File: config.mk
export PLATFORM = sky130hd
export DESIGN_NAME = fetch_npc
export DESIGN_NICKNAME = d
export VERILOG_FILES = /design/src/rtl/fetch_npc.sv
export SDC_FILE = /design/constraint.sdc
export NUM_CORES = 1
export LEC_CHECK = 0
export BUFFER_PORTS_ARGS = -buffer_cell sky130_fd_sc_hd__buf_2
export CAP_MARGIN = 15
export CORE_ASPECT_RATIO = 1.25
export CORE_MARGIN = 2
export CORE_UTILIZATION = 57
export CTS_BUF_LIST = sky130_fd_sc_hd__clkbuf_8
export DETAILED_ROUTE_END_ITERATION = 8
export PLACE_DENSITY = 0.93
export SYNTH_ARGS = -nofsm -noshare
export SYNTH_HDL_FRONTEND = slang
export SYNTH_SLANG_ARGS = --single-unit
File: constraint.sdc
create_clock -name clk -period 8.7 [get_ports clk]
set_input_delay 0 -clock clk [delete_from_list [all_inputs] [get_ports clk]]
set_output_delay 0 -clock clk [all_outputs]
set_load 0.02 [all_outputs]
File: src/rtl/fetch_npc.sv
// fetch_npc: F-stage program counter, IF/ID pipeline register and next-PC
// selection for the five-stage MIPS pipeline. Redirects come from the
// D-stage branch decision, j/jal and jr/jalr, with priority jr > j > branch.
// Optional feature macro: FETCH_DELAY_SLOT_EN
//   defined   -> the instruction behind a taken redirect executes (delay slot)
//   undefined -> that instruction is squashed into a bubble
module fetch_npc #(
  parameter logic [31:0] PC_RESET = 32'h0000_3000
) (
  input  logic        clk,
  input  logic        reset,
  input  logic        stall,
  input  logic        br_take,
  input  logic [15:0] br_imm16,
  input  logic        j_en,
  input  logic [25:0] j_index26,
  input  logic        jr_en,
  input  logic [31:0] jr_target,
  output logic [31:0] pc_f,
  input  logic [31:0] instr_f,
  output logic [31:0] instr_d,
  output logic [31:0] pc_d,
  output logic [31:0] pc8_d,
  output logic        valid_d,
  output logic        pc_err
);

  logic [31:0] pc_f_q, pc_f_d;
  logic [31:0] ifid_instr_q, ifid_instr_d;
  logic [31:0] ifid_pc_q, ifid_pc_d;
  logic        ifid_valid_q, ifid_valid_d;
  logic        pc_err_q, pc_err_d;

  logic [31:0] pc_d_plus4;
  logic [31:0] br_offset;
  logic [31:0] br_dest;
  logic [31:0] j_dest;
  logic [31:0] jr_dest;
  logic [31:0] redirect_dest;
  logic        redirect;

  // Redirect targets from the D-stage PC, and the single winning destination
  always_comb begin
    pc_d_plus4 = ifid_pc_q + 32'd4;
    br_offset  = {{14{br_imm16[15]}}, br_imm16, 2'b00};
    br_dest    = pc_d_plus4 + br_offset;
    j_dest     = {pc_d_plus4[31:28], j_index26, 2'b00};
    jr_dest    = {jr_target[31:2], 2'b00};
    redirect   = (jr_en | j_en | br_take) & ifid_valid_q & ~stall;
    if (jr_en) begin
      redirect_dest = jr_dest;
    end else if (j_en) begin
      redirect_dest = j_dest;
    end else begin
      redirect_dest = br_dest;
    end
  end

  // Next fetch PC, next IF/ID contents and the sticky misaligned-jr flag
  always_comb begin
    pc_f_d       = pc_f_q;
    ifid_instr_d = ifid_instr_q;
    ifid_pc_d    = ifid_pc_q;
    ifid_valid_d = ifid_valid_q;
    pc_err_d     = pc_err_q |
                   (jr_en & ifid_valid_q & ~stall & (jr_target[1:0] != 2'b00));
    if (!stall) begin
      pc_f_d       = redirect ? redirect_dest : (pc_f_q + 32'd4);
      ifid_instr_d = instr_f;
      ifid_pc_d    = pc_f_q;
      ifid_valid_d = 1'b1;
`ifdef FETCH_DELAY_SLOT_EN
`else
      if (redirect) begin
        ifid_instr_d = 32'd0;
        ifid_valid_d = 1'b0;
      end
`endif
    end
  end

  // State registers, cleared asynchronously to the reset PC
  always_ff @(posedge clk or posedge reset) begin
    if (reset) begin
      pc_f_q       <= PC_RESET;
      ifid_instr_q <= 32'd0;
      ifid_pc_q    <= PC_RESET;
      ifid_valid_q <= 1'b0;
      pc_err_q     <= 1'b0;
    end else begin
      pc_f_q       <= pc_f_d;
      ifid_instr_q <= ifid_instr_d;
      ifid_pc_q    <= ifid_pc_d;
      ifid_valid_q <= ifid_valid_d;
      pc_err_q     <= pc_err_d;
    end
  end

  assign pc_f    = pc_f_q;
  assign instr_d = ifid_instr_q;
  assign pc_d    = ifid_pc_q;
  assign pc8_d   = ifid_pc_q + 32'd8;
  assign valid_d = ifid_valid_q;
  assign pc_err  = pc_err_q;

endmodule

; ---- Yosys cells after proc, flatten, opt, wreduce, memory -nomap -nowiden
; Index checks and enable logic that the tools add are counted.
[totals]
out_inout_bits = 130
word_cells = 24
regBits = 98
inputBits = 112
[classes]
muxes = 5
bitwise = 9
n_addsub = 4
n_reduce_logical = 1
[ops]
columns = cell, count
row1 = 2-to-1 mux 32 bit, 4
row2 = "adder 32 x 3 -> 32 bit, second input constant", 2
row3 = adder 32 bit, 1
row4 = "adder 32 x 4 -> 32 bit, second input constant", 1
row5 = AND 1 bit, 5
row6 = OR 1 bit, 3
row7 = nonzero test 2 bit, 1
row8 = 2-to-1 mux 1 bit, 1
row9 = NOT 1 bit, 1

; ---- Depth between registers and ports, before layout
; Gate-level depths: netlist (run 1).
[logic_depth]
word_depth = 5
ltp_mapped = 19
mapped_depth_nobuf = 18

; ---- Least setup slack after synthesis (run 1)
; Ideal clock, no wire load.
[synth_path]
path_kind = register to register
from = register ifid_pc_q[14], in the netlist pc_d[14]
to = register pc_f_q[31], in the netlist pc_f[31]
n_path_buf = 1
setup_time_ns = 0.120
path_stages_with_launch = 20
slack_ns = 4.858
t_arrival_ns = 3.722
period_less_slack_ns = 3.842
required_time_ns = 8.580
cell_sequence = dfrtp_1 -> clkbuf_1 -> nand4_1 -> inv_1 -> nand3_1 -> or2_2 -> inv_1 -> nand4_1 -> nor3_1 -> xor2_1 -> ha_1 -> a21o_1 -> a21o_1 -> a21oi_1 -> nor2_1 -> a211oi_1 -> o31ai_2 -> xnor2_1 -> or3_1 -> a31o_1
[synth_via]
elab_chain_len = 5
[synth_rtl]
columns = item, line
row1 = "start, declared", 30  ; logic [31:0] ifid_pc_q, ifid_pc_d;
row2 = "start signal, assigned", 93  ; ifid_pc_q <= ifid_pc_d;
row3 = adder 32 x 3 -> 32 bit *, 44  ; pc_d_plus4 = ifid_pc_q + 32'd4;
row4 = adder 32 bit, 46  ; br_dest = pc_d_plus4 + br_offset;
row5 = 2-to-1 mux 32 bit *, 52  ; end else if (j_en) begin
row6 = 2-to-1 mux 32 bit *, 50  ; if (jr_en) begin
row7 = 2-to-1 mux 32 bit *, 68  ; pc_f_d = redirect ? redirect_dest : (pc_f_q + 32'd4);
row8 = "end signal, assigned", 91  ; pc_f_q <= pc_f_d;
row9 = "end, declared", 28  ; logic [31:0] pc_f_q, pc_f_d;
; Mark *: on every way between the ends. The rest lies on a longest branch, timed or not.
; A chain may end at the register's enable or synchronous reset.

; ---- Final worst setup path (run 1)
[layout_path]
from = register ifid_pc_q[4], in the netlist pc_d[4]
to = register pc_f_q[30], in the netlist pc_f[30]
; The elaborated chain is that of the path after synthesis.

==> run summary, run 1 <==
Nature of the critical path endpoint: register
Number of port buffers: 241
VDD IR max: 0.135 mV
Postcts setup bufs: 0
Critical Path Source: pc_d[4]
Arrival time worst endpoint: 4850 ps
Synth-to-Final Area Change: 26.3%
Hold path depth: 3
Residual DRC count: 0
Hold_ws: 24.3 ps
Hold Crit Start: j_index26[24]
Routability cong.: 1.04
Slew @ Worst Pin: 1090 ps
I/O pin cnt: 242
Starting Density: 0.582
Worst R2R Path Depth: 17
CP max FO: 8
GR Layer Usage met1: 0.447
Sum Neg Setup Slack: 0 ps
Die ar.: 0.0139 mm2
Core box area: 0.0127 mm2
Worst setup SP type: register
Number of routed nets with antenna violations: 0
Ys Warns: 0
Fmax: 220 MHz
Fin crit share: 0.523
TritonCTS clock tree: built
Final hold vios: 0
Setup CP Type: register to register
Die H: 131 um
Slew HR: 0.271
Mapped cell area: 0.00737 mm2
Tot GR Track Use: 0.355
Die width: 106 um
Post-synth top area share: 0.319
Distinct cells, synth: 67
Post-layout net count: 1316
Root Driver: clkbuf_8
Clk_skew: 13.6 ps
Initial antenna violation count: 1
Detailed-route via count: 8235
CTS clk-pin slew, worst paths: 110 ps
Dpl hpwl: 17700 um
Maxcap violations: 0
Post-synth EDFFs: 0
Post-Syn Instances: 914
Largest net degree at the start of global routing: 83
Hold Crit Class: input pin to register
DRT iter0 DRCs: 688
Final Critical Period: 4550 ps
Longest Clk Path Bufs: 2
GR Util met2: 0.574
Reg2Reg Launch Point: pc_d[4]
Clock Sinks: 98
H-tree levels: 3
Wire length per cell: 18.6 um
Synth async-reset ratio: 1.00
First-pass GRT wire length: 39800 um
Clk_lat worst skew: 370 ps
Rows: 46
Status: finished clean
Non-Filler Instances: 1341
Gr busiest metal: met2
Required time worst endpoint: 9000 ps
Yosys reg bits: 98
CTS buffer count: 9
Setup-failing EPs final: 0
Global route total overflow: 0
Syn nets: 1063
Final Slew Violations: 0
RSZ-0062 raised after global routing: no
1st-pass router iterations: 6
Primary FF master, synth: dfrtp_1
Pleak: 0.00437 uW
Register area share after synthesis: 0.333
Vias in the first global route: 8069
Layout cells sized above 1: 0.262
Avg Synthesized Cell Area: 8.06 um2
Pwr dens: 289 mW/mm2
Drt total wl: 24900 um
Via/cell ratio: 6.14
GRT met3 Usage: 0.0729
Area leader, netlist: dfrtp_1
Post-cts resize count: 0
Cells after DPL: 1275
Synth top area cells: dfrtp_1 32%, nand2_1 8.2%, ha_1 6.1%, xnor2_1 5.3%, o21ai_0 5.3%
## per-stage QoR
stage	setup WS [ps]	total power (uW)	instance area, um2	util
after global placement	4440	2310	8630	0.682
final	4150	2690	9310	0.735
after CTS	4320	2650	9310	0.735
after global routing	3820	2840	9310	0.735
after floorplan	4860	1850	7370	-
after detailed placement	4320	2340	8630	0.682
## timing repair
action / CTS / global route
hold buffers: 49 / 0
setup endpoints to repair: 0 / 0
endpoints found under the hold margin: 74 / 0
## critical path, stage by stage, from the launching register on
cell	delay, ps
dfrtp_1	460
ha_1	230
and3_1	220
and2_1	290
nand2_1	90
nor2_1	370
nand2_1	150
nor2_1	250
xor2_1	120
ha_1	450
a21o_1	200
a21oi_1	70
o21ai_0	350
o21ai_1	140
a2111oi_0	580
o22ai_1	160
xor2_1	180
o211ai_1	160
## final timing paths
kind | end | slack [ps]
min in group asynchronous | instr_d[18] | 140
worst max register to register | pc_f[30] | 4150
max in group asynchronous | pc_d[20] | 7310
worst min register to register | instr_d[27] | 490
worst min-delay path | pc_f[26] | 20
worst max-delay path | pc_f[30] | 4150
## layer usage
layer  wire [um]  up-vias
met5           0        -
met4        1210        0
met3        2710      108
met2       11700      561
met1        9290     3812
li1            -     3754
## logic make-up (layout without fill, tap and decap cells)
family / Yosys count / in the layout / synth area share
compound gates: 248 / 248 / 0.213
flops: 98 / 98 / 0.333
buf+inv: 76 / 334 / 0.0411
mux: 28 / 28 / 0.0418
fa+ha+maj: 37 / 37 / 0.0638
xor+xnor: 86 / 86 / 0.102
simple gates: 341 / 341 / 0.205
other cells: 0 / 1 / 0
## cells in the mapped netlist (5+ instances only)
cell type	instances
a21oi_1	57
a211oi_1	6
nor4_1	5
o21ai_1	6
o22ai_1	11
clkbuf_1	40
a22oi_1	5
nand4_1	23
o211ai_1	12
nand3_1	37
o21ai_0	78
o221ai_1	6
xnor2_1	45
ha_1	36
buf_1	6
mux2i_1	6
dfrtp_1	94
a31oi_1	6
and3_1	5
o21a_1	6
inv_1	21
mux2_2	22
nand2_1	161
nor2_1	68
xor2_1	41
a21o_1	21
nor3_1	19
## placed cells by master, fill, tap and decap left out, types with 7 or more instances in the layout
| cell type | count |
|---|---|
| ha_1 | 36 |
| a21oi_1 | 57 |
| xor2_1 | 41 |
| o211ai_1 | 12 |
| nor3_1 | 19 |
| inv_1 | 20 |
| xnor2_1 | 45 |
| mux2_2 | 22 |
| dlygate4sd3_1 | 49 |
| o22ai_1 | 11 |
| nand2_1 | 161 |
| buf_4 | 7 |
| clkbuf_8 | 9 |
| o21ai_0 | 78 |
| nand3_1 | 37 |
| dfrtp_1 | 94 |
| nor2_1 | 68 |
| a21o_1 | 21 |
| nand4_1 | 23 |
| buf_2 | 240 |
## state kept, by name, indices dropped and copies added, names as in the netlist
register / flops
pc_f: 32
valid_d: 1
instr_d: 32
pc_err: 1
pc_d: 32
## power breakdown
| group | switching (uW) | leakage, uW | internal, uW |
|---|---|---|---|
| Sequential | 246 | 0.00117 | 586 |
| Combinational | 959 | 0.00310 | 613 |
| Clock | 179 | 0.0000961 | 109 |
| Total | 1380 | 0.00437 | 1310 |
## final cells by class
type / count / area, um2
clock inverters: 7 / 60.1
well taps: 168 / 210
fillers: 966 / 3350
diodes: 1 / 2.50
inverters: 22 / 85.1
flip-flops and latches: 98 / 2460
clock buffers: 9 / 124
repair buffers: 296 / 1740
multi-input cells: 740 / 4630
Note: power is estimated with default switching activity, not from simulation.
==> run 2: changes to the inputs <==
CORE_UTILIZATION = 53   (was 57)
PLACE_DENSITY = 0.87   (was 0.93)
clock period = 4.2 ns   (was 8.7 ns; I/O delays follow)
==> run 2 against run 1 <==
Effect of this change: utilization shrank 4.0 points; total power rose by 110%; combinational power up 110%; global-route usage is 1.4 points lower; design area rose by 2.3%; sequential cell count is the same; largest cell class unchanged; highest routed layer unchanged.
==> run summary, run 2 (synthesis gave the netlist of run 1 again) <==
Status: finished clean
Wire length per cell: 18.6 um (+0.27%)
DRT iter0 DRCs: 825 (+20%)
Routability cong.: 1.00 (-3.1%)
Synth-to-Final Area Change: 29.3%
Die H: 136 um (+3.6%)
Number of routed nets with antenna violations: 0 (unchanged)
Final instance area: 0.00953 mm2 (+2.3%)
Vias in the first global route: 7781 (-3.6%)
Setup CP Type: register to register
Required time worst endpoint: 4480 ps (-4520 ps)
TritonCTS clock tree: built
Number of port buffers: 241 (unchanged)
Fmax: 257 MHz (+17%)
Die ar.: 0.0149 mm2 (+7.3%)
Tot GR Track Use: 0.341 (-0.0143)
I/O pin cnt: 242 (unchanged)
Slew @ Worst Pin: 876 ps (-216 ps)
Worst R2R Setup Slack: 310 ps (-3840 ps)
Clk_lat worst skew: 370 ps (about the same)
Setup-failing EPs final: 0 (unchanged)
Via/cell ratio: 6.01 (-2.2%)
Final hold vios: 0 (unchanged)
Detailed-route via count: 8181 (-0.66%)
Worst R2R Path Depth: 18 (+1)
Most frequent cells in the layout: 240 x buf_2, 161 x nand2_1, 88 x dfrtp_1, 78 x o21ai_0, 68 x nor2_1
RSZ-0062 raised after global routing: no
Layout cells sized above 1: 0.276 (+0.0144)
H-tree levels: 3 (unchanged)
Post-layout net count: 1332 (+1.2%)
Final setup margin: 311 ps (-3840 ps)
Filler cell count: 1067 (+10%)
Slew HR: 0.415 (+0.143)
Arrival time worst endpoint: 4160 ps (-690 ps)
Pre-CTS setup slack: 224 ps (-4100 ps)
VDD IR max: 0.345 mV (+150%)
# diodes: 0 (-1)
Final Critical Period: 3890 ps (-662 ps)
Reg2Reg Launch Point: pc_d[3]
Final Slew Violations: 0 (unchanged)
Nature of the critical path endpoint: register
Worst setup SP type: register
Global route total overflow: 0 (unchanged)
Critical Path Source: pc_d[3]
Hold Crit Class: input pin to register
CP Capture Point: pc_f[31]
Rows: 48 (+4.3%)
CP max FO: 6 (-2)
Clk_skew: 9.85 ps (-3.71 ps)
Largest net degree at the start of global routing: 82 (-1.2%)
Die width: 109 um (+3.6%)
Clock Sinks: 98 (unchanged)
Starting Density: 0.538 (-0.0438)
Residual DRC count: 0 (unchanged)
Sum Neg Setup Slack: 0 ps (unchanged)
Reg2reg end: pc_f[31]
Initial antenna violation count: 0 (-1)
Pleak: 0.00446 uW (+2.0%)
Fin crit share: 0.926 (+0.403)
Commonest non-fill, non-tap cell in the layout: buf_2
Root Driver: clkbuf_8
Maxcap violations: 0 (unchanged)
CTS buffer count: 9 (unchanged)
Dpl hpwl: 18400 um (+3.5%)
Drt total wl: 25400 um (+1.8%)
Placed inst area: 0.00873 mm2 (+1.1%)
Longest Clk Path Bufs: 2 (unchanged)
CTS clk-pin slew, worst paths: 100 ps (about the same)
1st-pass router iterations: 5 (-1)
First-pass GRT wire length: 39400 um (-1.0%)
Core box area: 0.0137 mm2 (+8.1%)
Pwr dens: 607 mW/mm2 (+110%)
run 2: cell count changes in the layout (fill, tap and decap cells not counted), moves of 2 or more:
cell,change
buf_4,+12
bufinv_16,+3
clkinv_4,-3
clkinvlp_4,+2
dfrtp_1,-6
dfrtp_2,+6
dlygate4sd3_1,+4
run 2: repair_timing:
| item | 4_1_cts | 5_1_grt |
|---|---|---|
| endpoints found under the hold margin | 106 | 0 |
| gates resized for setup | 0 | 11 |
| hold buffers | 53 | 0 |
| buffers inserted | 0 | 0 |
| endpoints found under the setup margin | 0 | 4 |
run 2: through the flow:
step                      utilization  power (uW)  instances  hold WS [ps]
after global placement          0.638        4840       1294           197
after CTS                       0.694        5690       1362          22.3
after detailed placement        0.638        4890       1294           205
final                           0.696        5780       1362          35.4
after global routing            0.696        6130       1362          47.7
after floorplan                     -        3840        914           136
run 2: area by class of cell:
| type | instances | area (um2) | share of cell area |
|---|---|---|---|
| Clock inverter | 6 | 114 | 0.0120 |
| Inverter | 22 | 85.1 | 0.00893 |
| Multi-Input combinational cell | 740 | 4650 | 0.488 |
| Timing Repair Buffer | 312 | 1870 | 0.197 |
| Sequential cell | 98 | 2460 | 0.259 |
| Clock buffer | 9 | 124 | 0.0130 |
| Tap cell | 175 | 219 | 0.0230 |
run 2: worst min path at each step:
stage / cells after the start / end / from
after CTS: 4 / pc_f[11] / j_index26[9]
after global routing: 3 / pc_f[15] / jr_target[15]
after detailed placement: 2 / pc_f[3] / reset
after global placement: 2 / pc_f[3] / reset
final: 3 / pc_f[15] / jr_target[15]
after floorplan: 2 / instr_d[0] / instr_f[0]
run 2: worst max-delay path, cell delays in order, from the launching register on:
cell      delay (ps)
dfrtp_2          430
ha_1             220
and3_1           220
and2_2           230
nand3_1          170
buf_4            200
nor2_1           160
nand2_1          100
xnor2_1          130
ha_1             250
a21o_1           200
a21o_1           170
a21oi_1          200
nor2_1            80
a211oi_2         220
o31ai_2          100
xnor2_1          140
or3_1            360
a31o_1           220
run 2: report_power, final:
| part | switching [uW] | total, uW | internal (uW) |
|---|---|---|---|
| combinational | 2040 | 3340 | 1300 |
| sequential | 470 | 1690 | 1220 |
| clock | 357 | 752 | 395 |
| total | 2870 | 5780 | 2910 |
run 2: per-layer routing:
metal / vias up / GRT usage / wire length (um)
met3: 115 / 0.0609 / 2300
met2: 486 / 0.555 / 12100
met1: 3797 / 0.436 / 9740
met5: - / 0 / 0
met4: 0 / 0.161 / 1250
li1: 3783 / - / -
